## src/rtl/mlp_pkg.sv

```systemverilog
// Shared definitions for the MLP layer sequencer: FSM state encoding and default sizes.
package mlp_pkg;

  typedef enum logic [2:0] {
    IDLE     = 3'd0,
    L1_RUN   = 3'd1,
    L1_WAIT  = 3'd2,
    SIG_WAIT = 3'd3,
    L2_RUN   = 3'd4,
    L2_WAIT  = 3'd5,
    FIN      = 3'd6
  } seq_state_e;

  localparam int IN_LEN_D = 784;
  localparam int L1_N_D   = 200;
  localparam int L2_N_D   = 10;
  localparam int CH_D     = 10;

endpackage

```

## src/rtl/seq_counter.sv

```systemverilog
// Bounded up-counter: clear has priority, counting stops at MAX (no wrap), last flags q == MAX.
module seq_counter #(
  parameter int W   = 4,
  parameter int MAX = 9
) (
  input  logic         clk,
  input  logic         srst,
  input  logic         clr,
  input  logic         en,
  output logic [W-1:0] q,
  output logic         last
);

  assign last = (q == W'(MAX));

  always_ff @(posedge clk) begin
    if (srst || clr) begin
      q <= '0;
    end else if (en && !last) begin
      q <= q + W'(1);
    end
  end

endmodule

```

## src/rtl/mlp_layer_sequencer.sv

```systemverilog
// Address/control sequencer for the two-layer MLP datapath.
// Optional stall counter output perf_stall is built when MLP_SEQ_PERF_EN is defined.
module mlp_layer_sequencer
  import mlp_pkg::*;
#(
  parameter  int IN_LEN = IN_LEN_D,
  parameter  int L1_N   = L1_N_D,
  parameter  int L2_N   = L2_N_D,
  parameter  int CH     = CH_D,
  localparam int AI_W   = $clog2(IN_LEN),
  localparam int A1_W   = $clog2(IN_LEN * L1_N),
  localparam int AH_W   = $clog2(L1_N),
  localparam int A2_W   = $clog2(L1_N * L2_N),
  localparam int SEL_W  = $clog2(CH)
) (
  input  logic             clk,
  input  logic             reset,
  input  logic             start,
  input  logic             mac1_done,
  input  logic             sig_ready,
  input  logic             mac2_done,
  output logic [AI_W-1:0]  address_3,
  output logic [A1_W-1:0]  address_1,
  output logic [AH_W-1:0]  address_h,
  output logic [A2_W-1:0]  address_2,
  output logic [SEL_W-1:0] sel,
  output logic             mac1_start,
  output logic             mac2_start,
  output logic             busy,
  output logic             done
`ifdef MLP_SEQ_PERF_EN
  , output logic [31:0]    perf_stall
`endif
);

  localparam int O_W = $clog2(L2_N);

  seq_state_e      state_reg;
  logic            pend1_reg;
  logic [AH_W-1:0] n_q;
  logic [O_W-1:0]  o_q;
  logic            j_last, n_last, k_last, o_last, c_last;
  logic            start_acc, m1_go, sig_go, m2_go, fin_go;
  logic            j_clr, k_clr, o_clr, c_clr;

  // Neuron counters are only consumed through their last flags.
  logic unused_cnt;
  assign unused_cnt = &{1'b0, n_q, o_q};

  assign start_acc = (state_reg == IDLE) && start;
  assign m1_go     = (state_reg == L1_WAIT) && (mac1_done || pend1_reg);
  assign sig_go    = (state_reg == SIG_WAIT) && sig_ready;
  assign m2_go     = (state_reg == L2_WAIT) && mac2_done;
  assign fin_go    = m2_go && o_last && c_last;
  assign j_clr     = start_acc || (m1_go && !n_last);
  assign k_clr     = start_acc || sig_go || (m2_go && !fin_go);
  assign o_clr     = start_acc || sig_go || (m2_go && o_last && !c_last);
  assign c_clr     = start_acc || sig_go;

  seq_counter #(.W(AI_W), .MAX(IN_LEN - 1)) u_j (
    .clk(clk), .srst(reset), .clr(j_clr), .en(state_reg == L1_RUN),
    .q(address_3), .last(j_last));

  seq_counter #(.W(AH_W), .MAX(L1_N - 1)) u_n (
    .clk(clk), .srst(reset), .clr(start_acc), .en(m1_go),
    .q(n_q), .last(n_last));

  seq_counter #(.W(AH_W), .MAX(L1_N - 1)) u_k (
    .clk(clk), .srst(reset), .clr(k_clr), .en(state_reg == L2_RUN),
    .q(address_h), .last(k_last));

  seq_counter #(.W(O_W), .MAX(L2_N - 1)) u_o (
    .clk(clk), .srst(reset), .clr(o_clr), .en(m2_go),
    .q(o_q), .last(o_last));

  seq_counter #(.W(SEL_W), .MAX(CH - 1)) u_c (
    .clk(clk), .srst(reset), .clr(c_clr), .en(m2_go && o_last),
    .q(sel), .last(c_last));

  // Start pulses are registered one cycle ahead so they line up with the last element.
  always_ff @(posedge clk) begin
    if (reset) begin
      state_reg  <= IDLE;
      pend1_reg  <= 1'b0;
      address_1  <= '0;
      address_2  <= '0;
      mac1_start <= 1'b0;
      mac2_start <= 1'b0;
      busy       <= 1'b0;
      done       <= 1'b0;
    end else begin
      mac1_start <= 1'b0;
      mac2_start <= 1'b0;
      done       <= 1'b0;
      case (state_reg)
        IDLE: if (start) begin
          busy       <= 1'b1;
          pend1_reg  <= 1'b0;
          address_1  <= '0;
          address_2  <= '0;
          mac1_start <= (IN_LEN == 1);
          state_reg  <= L1_RUN;
        end
        L1_RUN: if (j_last) begin
          pend1_reg <= mac1_done;
          state_reg <= L1_WAIT;
        end else begin
          address_1  <= address_1 + A1_W'(1);
          mac1_start <= (int'(address_3) == IN_LEN - 2);
        end
        L1_WAIT: if (m1_go) begin
          pend1_reg <= 1'b0;
          if (n_last) begin
            state_reg <= SIG_WAIT;
          end else begin
            address_1  <= address_1 + A1_W'(1);
            mac1_start <= (IN_LEN == 1);
            state_reg  <= L1_RUN;
          end
        end
        SIG_WAIT: if (sig_ready) begin
          address_2  <= '0;
          mac2_start <= (L1_N == 1);
          state_reg  <= L2_RUN;
        end
        L2_RUN: if (k_last) begin
          state_reg <= L2_WAIT;
        end else begin
          address_2  <= address_2 + A2_W'(1);
          mac2_start <= (int'(address_h) == L1_N - 2);
        end
        L2_WAIT: if (m2_go) begin
          if (fin_go) begin
            done      <= 1'b1;
            busy      <= 1'b0;
            state_reg <= FIN;
          end else begin
            address_2  <= o_last ? '0 : address_2 + A2_W'(1);
            mac2_start <= (L1_N == 1);
            state_reg  <= L2_RUN;
          end
        end
        FIN:     state_reg <= IDLE;
        default: state_reg <= IDLE;
      endcase
    end
  end

`ifdef MLP_SEQ_PERF_EN
  always_ff @(posedge clk) begin
    if (reset || start_acc) begin
      perf_stall <= '0;
    end else if ((state_reg == L1_WAIT || state_reg == SIG_WAIT || state_reg == L2_WAIT)
                 && perf_stall != '1) begin
      perf_stall <= perf_stall + 32'd1;
    end
  end
`endif

endmodule

```

## config.mk

```make
export PLATFORM = sky130hd
export DESIGN_NAME = mlp_layer_sequencer
export DESIGN_NICKNAME = d
export VERILOG_FILES = /design/src/rtl/mlp_pkg.sv /design/src/rtl/seq_counter.sv /design/src/rtl/mlp_layer_sequencer.sv
export SDC_FILE = /design/constraint.sdc
export NUM_CORES = 1
export LEC_CHECK = 0
export CAP_MARGIN = 20
export CORE_MARGIN = 2
export CORE_UTILIZATION = 45
export CTS_CLUSTER_DIAMETER = 40
export CTS_CLUSTER_SIZE = 24
export DETAILED_ROUTE_END_ITERATION = 7
export PLACE_DENSITY = 0.75
export SLEW_MARGIN = 5
export SYNTH_ARGS = -nofsm -noshare
export SYNTH_HDL_FRONTEND = slang
export SYNTH_HIERARCHICAL = 1
export SYNTH_SLANG_ARGS = --single-unit
```

## constraint.sdc

```tcl
create_clock -name clk -period 2.92 [get_ports clk]
set_input_delay 0.584 -clock clk [delete_from_list [all_inputs] [get_ports clk]]
set_output_delay 0.584 -clock clk [all_outputs]
set_load 0.01 [all_outputs]
```

; ---- Yosys cells after proc, flatten, opt, wreduce, memory -nomap -nowiden
; Cells that the tools add are included.
[totals]
inputBits = 6
ff_bits = 71
output_inout_bits = 55
wordCells = 117
[classes]
bitwise_logic = 4
muxes = 30
add_sub_neg = 7
n_reduce_logical = 40
n_eq_ne = 23
[op_table]
columns = op, n
row1 = 18-bit 2-to-1 mux, 4
row2 = 11-bit 2-to-1 mux, 6
row3 = 18-bit one-hot mux with 3 select lines, 1
row4 = 11-bit one-hot mux with 4 select lines, 1
row5 = "2-bit inequality test, second input constant", 10
row6 = "18-bit by 1-bit adder with 18-bit output, second input constant", 1
row7 = 3-bit 2-to-1 mux, 6
row8 = 3-bit one-hot mux with 6 select lines, 1
row9 = "8-bit by 1-bit adder with 8-bit output, second input constant", 2
row10 = "8-bit == test, second input constant", 2
row11 = 1-bit logical AND, 12
row12 = 6-bit AND reduction, 2
row13 = "11-bit by 1-bit adder with 11-bit output, second input constant", 1
row14 = "10-bit by 1-bit adder with 10-bit output, second input constant", 1
row15 = "10-bit == test, second input constant", 1
row16 = "10-bit by 9-bit == test with 1-bit output, second input constant", 1
row17 = 1-bit logical OR, 10
row18 = 3-bit OR reduction, 3
row19 = "4-bit by 1-bit adder with 4-bit output, second input constant", 2
row20 = "4-bit == test, second input constant", 2
row21 = "8-bit by 7-bit == test with 1-bit output, second input constant", 1
row22 = 4-bit AND reduction, 2
row23 = 1-bit 2-to-1 mux, 7
row24 = "3-bit by 2-bit == test with 1-bit output, second input constant", 2
row25 = other kinds (13), 23

; ---- Logic depth before layout (Yosys ltp)
; Gate-level depths: netlist (run 1).
[depth]
word_depth = 8
depth_mapped = 10
ltp_nobuf = 9

; ---- Hierarchy
; Netlist (run 1), hierarchy kept.
[by_module_without_submodules]
columns = module, instances, seq_area_each_um2, area_per_inst_um2, cells_per_inst
row1 = mlp_layer_sequencer, 1, 740.7, 2289.7, 280
row2 = seq_counter at u_j, 1, 200.2, 558.0, 65
row3 = seq_counter at u_c ..., 2, 80.1, 219.0, 23
row4 = seq_counter at u_k, 1, 160.2, 410.4, 44
row5 = seq_counter at u_n, 1, 160.2, 404.1, 48

; ---- Worst setup path after synthesis (run 1)
; OpenSTA, ideal clock, no wires.
[synth_timing]
path_type = flip-flop to flip-flop
start = reg u_j.q[4]
end = reg address_1[7]
t_arrival_ps = 1993
stages_incl_launch_ff = 9
setup_slack_ps = 857
path_buffers = 1
setup_ps = 70
required_time_ps = 2850
synth_period_minus_slack_ps = 2063
path_cell_list = dfxtp_1 -> and4bb_2 -> nand3_1 -> nor2_1 -> o21ai_1 -> nand4_1 -> clkbuf_1 -> or4_1 -> a21oi_1
[synth_between]
elab_chain_cells = 3
[synth_rtl]
columns = element, line
row1 = start: declaration, seq_counter.sv:10  ; output logic [W-1:0] q,
row2 = start signal: assignment, seq_counter.sv:20  ; q <= q + W'(1);
row3 = 10-bit == test, seq_counter.sv:14  ; assign last = (q == W'(MAX));
row4 = named net j_last, mlp_layer_sequencer.sv:42  ; logic j_last, n_last, k_last, o_last, c_last;
row5 = 2-bit inequality test (no source line), -
row6 = 5-bit AND reduction (no source line), -
row7 = end signal: assignment, mlp_layer_sequencer.sv:108  ; address_1 <= address_1 + A1_W'(1);
row8 = end signal: assignment, mlp_layer_sequencer.sv:116  ; address_1 <= address_1 + A1_W'(1);
row9 = end: declaration, mlp_layer_sequencer.sv:23  ; output logic [A1_W-1:0] address_1,
; The timed path passes the listed nets, and every way through them passes these cells.
; A chain may end at the register's enable or synchronous reset.

; ---- Worst setup path in the final report (run 1)
[layout_timing]
start = reg u_j.q[4]
end = reg address_1[8]
; Same word-level chain as after synthesis.

==> results_dict.tcl, run 1 <==
set metrics [dict create \
    drtAntennaViolNets 0 \
    slew_violations 0 \
    postCtsSetupBuffers 0 \
    num_vias 3989 \
    antenna_cells 0 \
    synthArstFlopShare_pct 0 \
    final_cell_mix "71 x dfxtp_1, 60 x clkdlybuf4s50_1, 50 x nand2_1" \
    utilization_pct 57.5 \
    hold_ws_ns 0.477 \
    dr.pass1.iters 5 \
    largest_reg_flops 18 \
    start_util_pct 46.8 \
    maxSlewHeadroom_pct 48.3 \
    skew_ns 0.00993 \
    grt_pass1_wl_mm 17.2 \
    clockBufferDepth 2 \
    hold_start "address_1[17]" \
    reg2reg_depth 7 \
    hpwlAfterDp_mm 7.14 \
    final_common_cell "dfxtp_1" \
    drt_iter0_drc 252 \
    post_synth.cell_area_avg_sq_um 8.49 \
    antenna_found_initial 0 \
    hold_path_end "address_1[17]" \
    routedWlPerCell_microns 15.6 \
    crit_path_start_kind "flip-flop" \
    fin_nets 554 \
    synthFlopType "dfxtp_1" \
    core.rowCount 34 \
    finalSetupViolations 0 \
    ir_drop_v 0.000380 \
    setup_ws_ns 0.534 \
    synth_cells 483 \
    final_cells 651 \
    status "finished, final reports clean" \
    grt_pass1_vias 3727 \
    post-route-cell-area_sq_mm 0.00504 \
    largest_register "address_1" \
    place_ws_ns 0.395 \
    die_area_sq_mm 0.00989 \
    reg_top3 "address_1 x18, address_2 x11, u_j/q x10" \
    overflow 0 \
    end_kind "flip-flop" \
    synth_nets 499 \
    gp_congestion 0.842 \
    seqCellArea_sq_mm 0.00142 \
    core_area_sq_mm 0.00876 \
    area_growth_pct 22.9 \
    hold_viol 0 \
    die_w_microns 99.5 \
    critPathRequiredTime_ns 3.21 \
    synth_edf_count 0 \
    arrival_ns 2.68 \
    io_buffer_count 60 \
    routed_wl_mm 10.2 \
    rsz0062_at_grt "false" \
    hold_class "flip-flop to flip-flop" \
    dp.cells 635 \
    tritoncts "built" \
    r2r_start "u_j/q[4]" \
    routed_via_density 6.13 \
    grtUsageTotal_pct 20.9 \
    power.total_mw 2.80 \
    root_buffer "clkbuf_8" \
    ios 61 \
    setup_tns_ns 0 \
    multiInputGateArea_sq_mm 0.00245 \
    max-cap-violations 0 \
    pwr_density_cell_mw_per_mm2 556 \
    drive_gt1_share_pct 9.02 \
    crit_fanout 9 \
    max_freq_mhz 419 \
    cts_made_buffers 9 \
    yosys_warnings 6 \
    synth_cell_type_count 64 \
    fin_crit_sh_pct 81.7 \
    dieHeight_microns 99.5 \
    cts_sinks 71 \
    worstSetupPathType "flip-flop to flip-flop" \
    cts.reportedPaths.clkPinSlew_ns 0.08 \
    grt_max_degree 28 \
    holdBufCountCts 0 \
    placed_cell_area_sq_mm 0.00476 \
    min_period_ns 2.39 \
    fillerInstances 789 \
    hold_path_depth 2 \
    reg2reg_to "address_1[8]" \
    cts_max_level 3 \
    rrSetupSlack_ns 0.53 \
    cts_resized 0 \
    drc 0 \
    synth.ff_latch_count 71 \
    tightest_slew_ns 0.770 \
    clk_latency_ns 0.35 \
    yosysSeqAreaShare_pct 34.7 \
    syn_area_sq_mm 0.00410 \
    power_leakage_nw 1.66 \
]
## cells in the mapped netlist (all sizes together), types with 13 or more instances
cell   count  area, sq um
a21oi     29          145
buf       19          134
dfxtp     71         1420
inv       16         60.1
mux2i     22          220
nand2     51          194
nand3     24          125
nand4     24          156
nor2      25         93.8
nor4      16          100
o21ai     19         95.1
o31ai     13          103
or3       23          144
## layout make-up
| cell class | count | area share [%] |
|---|---|---|
| inverters | 16 | 1.19 |
| multi-input cells | 367 | 48.5 |
| flip-flops and latches | 71 | 28.2 |
| clock inverters | 5 | 2.53 |
| well taps | 108 | 2.68 |
| clock buffers | 11 | 3.00 |
| repair buffers | 73 | 13.8 |
## worst max-delay path, cell delays in order, from the launching register on
cell and delay [ns]:
dfxtp_1 0.52, and4bb_2 0.30, nand3_1 0.16, nor2_1 0.10
o21ai_1 0.29, nand2_1 0.26, or4_1 0.55, a21oi_1 0.14
## kinds of logic (layout without fill, tap and decap cells)
group                    after synthesis  in the layout  synth area share, %
AO/OA/AOI/OAI                        102            102                 17.6
adder cells (fa/ha/maj)               10             10                 3.05
buffers and inverters                 45            105                 5.65
flip-flops                            71             71                 34.7
AND/OR/NAND/NOR                      228            228                 32.6
multiplexers                          22             22                 5.37
XOR/XNOR                               5              5                 1.07
## metal layers
| layer | up-vias | part of all wire [%] | track usage (%) |
|---|---|---|---|
| met5 | - | 0 | 0 |
| met4 | 0 | 1.4 | 6.22 |
| met3 | 14 | 5.1 | 5.13 |
| met1 | 1929 | 45 | 27.0 |
| met2 | 105 | 48 | 34.6 |
| li1 | 1941 | - | - |
## power breakdown
part / total, mW / switching (mW) / internal (mW)
logic: 0.647 / 0.394 / 0.252
clock network: 1.08 / 0.380 / 0.701
registers: 1.07 / 0.0704 / 1.00
total: 2.80 / 0.845 / 1.96
## how the worst max path moves through the flow
stage                              end      from  cells past startpoint  slack [ns]
after global placement        u_j/q[0]     start                      7        0.45
after global routing          u_j/q[0]  u_n/q[0]                      8        0.38
after floorplan           address_1[7]  u_j/q[4]                      8        0.86
final                     address_1[8]  u_j/q[4]                      7        0.53
after detailed placement  address_2[3]     start                      6        0.40
after CTS                 address_1[8]  u_j/q[4]                      7        0.57
No activity file was read; power rests on OpenSTA's default activity.
==> inputs of run 2 (changes only) <==
==> constraint.sdc (replaced) <==
create_clock -name clk -period 2.5 [get_ports clk]
set_input_delay 0.5 -clock clk [delete_from_list [all_inputs] [get_ports clk]]
set_output_delay 0.5 -clock clk [all_outputs]
set_load 0.01 [all_outputs]
==> results_dict.tcl, run 2 (synthesized netlist as in run 1, its figures left out) <==
set metrics [dict create \
    drc 0 \
    clk_latency_ns 0.35 \
    max-cap-violations 0 \
    hold_class "flip-flop to flip-flop" \
    cts_sinks 71 \
    drtAntennaViolNets 0 \
    clockBufferDepth 2 \
    dr_wl_met3_microns 485 \
    arrival_ns 2.51 \
    dr.pass1.iters 5 \
    root_buffer "clkbuf_8" \
    cts.reportedPaths.clkPinSlew_ns 0.08 \
    pwr_density_cell_mw_per_mm2 586 \
    setup_ws_ns 0.232 \
    top_layer "met4" \
    finalSetupViolations 0 \
    largest_register "address_1" \
    rsz0062_at_grt "false" \
    ir_drop_v 0.000326 \
    met1_length_mm 4.72 \
    slew_violations 0 \
    power.total_mw 3.01 \
    die_area_sq_mm 0.00989 \
    core.rowCount 34 \
    cts_made_buffers 9 \
    place_ws_ns -0.107 \
    dp.cells 653 \
    routed_wl_mm 10.4 \
    seqCellArea_sq_mm 0.00142 \
    hold_viol 0 \
    grt_pass1_wl_mm 17.3 \
    hpwlAfterDp_mm 7.44 \
    drt_iter0_drc 292 \
    critPathRequiredTime_ns 2.75 \
    overflow 0 \
    start_util_pct 46.8 \
    multiInputGateArea_sq_mm 0.00246 \
    crit_fanout 7 \
    fin_nets 572 \
    min_period_ns 2.27 \
    routedWlPerCell_microns 15.6 \
    final_cells 669 \
    cts_max_level 3 \
    dieHeight_microns 99.5 \
    worstSetupPathType "flip-flop to flip-flop" \
    postCtsSetupBuffers 0 \
    tightest_slew_ns 0.676 \
    reg_top3 "address_1 x18, address_2 x11, u_j/q x10" \
    grt_max_degree 24 \
    largest_reg_flops 18 \
    final_cell_mix "71 x dfxtp_1, 60 x clkdlybuf4s50_1, 50 x nand2_1" \
    die_w_microns 99.5 \
    routed_via_density 5.97 \
    tritoncts "built" \
    antenna_cells 0 \
    grt_pass1_vias 3722 \
    fillerInstances 768 \
    antenna_found_initial 0 \
    grtUsageTotal_pct 21.1 \
    ios 61 \
    status "finished, final reports clean" \
    power_leakage_nw 1.73 \
    core_area_sq_mm 0.00876 \
    io_buffer_count 60 \
    max_freq_mhz 441 \
    gp_congestion 0.866 \
    hold_ws_ns 0.488 \
    setup_tns_ns 0 \
    num_vias 3994 \
    area_growth_pct 25.1 \
    routed-wl-met2_mm 5.17 \
    maxSlewHeadroom_pct 54.9 \
    fin_crit_sh_pct 90.7 \
    drive_gt1_share_pct 12.1 \
    crit_path_start_kind "flip-flop" \
    end_kind "flip-flop" \
    holdBufCountCts 0 \
    skew_ns 0.0151 \
    final_common_cell "dfxtp_1" \
]
==> run 2: stage by stage <==
step           util [%]  instance area (sq um)
6_report           58.5                   5130
5_1_grt            58.5                   5130
4_1_cts            58.4                   5120
3_5_place_dp       56.0                   4910
3_3_place_gp       55.9                   4900
2_1_floorplan         -                   4100
==> run 2: power by group <==
group          internal [mW]  switching (mW)  total, mW
combinational          0.312           0.473      0.784
sequential              1.17          0.0801       1.25
clock                  0.540           0.427      0.968
total                   2.03           0.980       3.01
==> run 2: worst paths after layout <==
kind / from / endpoint / slack (ns) / cells after the start
worst max register to register: u_k/q[1] / address_2[9] / 0.23 / 9
worst min register to register: address_1[11] / address_1[11] / 0.49 / 2
worst max-delay path: u_k/q[1] / address_2[9] / 0.23 / 9
worst min-delay path: address_1[11] / address_1[11] / 0.49 / 2
==> run 2: area by class of cell <==
| cell class | instances | area share, % |
|---|---|---|
| multi-input combinational | 367 | 48.0 |
| inverter | 16 | 1.17 |
| timing repair buffer | 91 | 16.4 |
| sequential | 71 | 27.7 |
| tap | 108 | 2.64 |
| clock buffer | 13 | 3.29 |
| clock inverter | 3 | 0.781 |
==> run 2: layer usage <==
layer  global-route usage [%]  up-vias
met1                     26.8     1914
met5                        0        -
met4                     5.80        0
met3                     4.43        9
li1                         -     1974
met2                     36.4       97
==> run 2: worst max-delay path, stage by stage (launching register included) <==
cell and delay, ns:
dfxtp_1 0.35, ha_1 0.20, nand4b_2 0.13, nor4_1 0.22, buf_4 0.17, nor3b_1 0.06
a211oi_2 0.47, buf_2 0.26, a2111oi_0 0.07, o32ai_1 0.24
==> run 2: repair_timing <==
action | in CTS | in global routing
pin swaps | 0 | 1
gates resized for setup | 1 | 1
gates cloned | 0 | 0
setup endpoints to repair | 4 | 3
==> inputs of run 3 (changes only) <==
--- a/config.mk
+++ b/config.mk
@@ -6,6 +6,7 @@
 export NUM_CORES = 1
 export LEC_CHECK = 0
 export CAP_MARGIN = 20
+export CORE_ASPECT_RATIO = 0.7
 export CORE_MARGIN = 2
 export CORE_UTILIZATION = 45
 export CTS_CLUSTER_DIAMETER = 40
==> results_dict.tcl, run 3 (synthesized netlist as in run 1, its figures left out) <==
set metrics [dict create \
    setup_ws_ns 0.219 \
    clockBufferDepth 2 \
    antenna_found_initial 0 \
    critical_path_depth 8 \
    crit_path_start_kind "flip-flop" \
    holdBufCountCts 0 \
    ir_drop_v 0.000452 \
    routed_via_density 5.97 \
    status "finished, final reports clean" \
    reg_top3 "address_1 x18, address_2 x11, u_j/q x10" \
    postCtsSetupBuffers 0 \
    cts_made_buffers 9 \
    grtUsageTotal_pct 21.4 \
    clk_latency_ns 0.34 \
    arrival_ns 2.55 \
    ios 61 \
    max_freq_mhz 438 \
    num_vias 4061 \
    min_period_ns 2.28 \
    dp.cells 664 \
    worstSetupPathType "flip-flop to flip-flop" \
    rsz0062_at_grt "false" \
    grt_pass1_wl_mm 17.5 \
    hpwlAfterDp_mm 7.34 \
    maxSlewHeadroom_pct 48.3 \
    finalSetupViolations 0 \
    path_cells "and4bb_2 -> nand3_1 -> nor2_1 -> o21ai_1 -> nand4_1 -> buf_4 -> or4_1 -> a21oi_1" \
    io_buffer_count 60 \
    critPathRequiredTime_ns 2.77 \
    area_growth_pct 27.1 \
    fin_nets 567 \
    cts.reportedPaths.clkPinSlew_ns 0.06 \
    dieHeight_microns 83.9 \
    antenna_cells 0 \
    core_area_sq_mm 0.00896 \
    routedWlPerCell_microns 15.7 \
    place_ws_ns 0.0433 \
    core.rowCount 29 \
    skew_ns 0.00842 \
    tightest_slew_ns 0.772 \
    fin_crit_sh_pct 91.2 \
    hold_viol 0 \
    drt_iter0_drc 328 \
    hold_class "flip-flop to flip-flop" \
    max-cap-violations 0 \
    crit_fanout 7 \
    die_area_sq_mm 0.00990 \
    slowest_delay_ns 0.45 \
    largest_reg_flops 18 \
    multiInputGateArea_sq_mm 0.00246 \
    routed_wl_mm 10.7 \
    largest_register "address_1" \
    start_util_pct 45.7 \
    pwr_density_cell_mw_per_mm2 661 \
    final_common_cell "dfxtp_1" \
    cts_resized 0 \
    drc 0 \
    crit_family "simple AND/OR/NAND/NOR gates" \
    seqCellArea_sq_mm 0.00142 \
    drive_gt1_share_pct 11.5 \
    overflow 0 \
    slew_violations 0 \
    grt_max_degree 23 \
    reg2reg_depth 8 \
    crit_slowest_cell "dfxtp_1" \
    die_w_microns 118 \
    cts_sinks 71 \
    drtAntennaViolNets 0 \
    gp_congestion 0.826 \
    hold_ws_ns 0.469 \
    placed_cell_area_sq_mm 0.00488 \
    cts_max_level 3 \
    grt_pass1_vias 3705 \
    end_kind "flip-flop" \
    setup_tns_ns 0 \
    dr.pass1.iters 5 \
    final_cells 680 \
    final_cell_mix "71 x dfxtp_1, 60 x clkdlybuf4s50_1, 50 x nand2_1" \
    power_leakage_nw 1.75 \
    fillerInstances 819 \
    hold_path_depth 2 \
    crit_buf_inv 1 \
    post-route-cell-area_sq_mm 0.00521 \
    tritoncts "built" \
    root_buffer "clkbuf_16" \
]
[run 3: cell types whose count changed in the layout (fill, tap and decap cells not counted), sizes merged]
cell,previous run,this run
clkinv,2,4
clkbuf,13,9
buf,31,26
inv,16,17
bufinv,1,2
[run 3: layout make-up]
| type | count | area share [%] |
|---|---|---|
| Timing Repair Buffer | 86 | 15.2 |
| Multi-Input combinational cell | 367 | 47.2 |
| Sequential cell | 71 | 27.3 |
| Tap cell | 124 | 2.98 |
| Clock inverter | 7 | 1.85 |
| Inverter | 16 | 1.15 |
| Clock buffer | 9 | 4.32 |
[run 3: worst paths after layout]
path | start | end | slack [ns]
setup reg to reg | u_j/q[7] | address_1[3] | 0.22
hold reg to reg | address_2[10] | address_2[10] | 0.47
setup / recovery | u_j/q[7] | address_1[3] | 0.22
hold / removal | address_2[10] | address_2[10] | 0.47
[run 3: worst register-to-register path, stage by stage, from the launching register on]
cell and delay [ns]:
dfxtp_1 0.45, and4bb_2 0.28, nand3_1 0.14, nor2_1 0.08, o21ai_1 0.29, nand4_1 0.21
buf_4 0.20, or4_1 0.41, a21oi_1 0.15
[run 3: through the flow]
step / power, mW / utilization, %
floorplan: 1.81 / -
global placement: 2.00 / 54.4
detailed placement: 2.04 / 54.4
CTS: 3.45 / 58.0
global route: 3.59 / 58.1
finish: 3.44 / 58.1
[run 3: routing by layer]
layer / vias to the layer above / global-route usage [%] / routed length (microns) / share of wire (%)
met3: 13 / 7.38 / 605 / 5.7
met1: 1963 / 28.5 / 5110 / 48
met2: 107 / 32.8 / 4850 / 45
li1: 1978 / - / - / -
met5: - / 0 / 0 / 0
met4: 0 / 6.35 / 123 / 1.2
[run 3: power by group]
| group | internal, mW | switching (mW) |
|---|---|---|
| Clock | 0.877 | 0.529 |
| Sequential | 1.17 | 0.0768 |
| Combinational | 0.306 | 0.482 |
| Total | 2.36 | 1.09 |
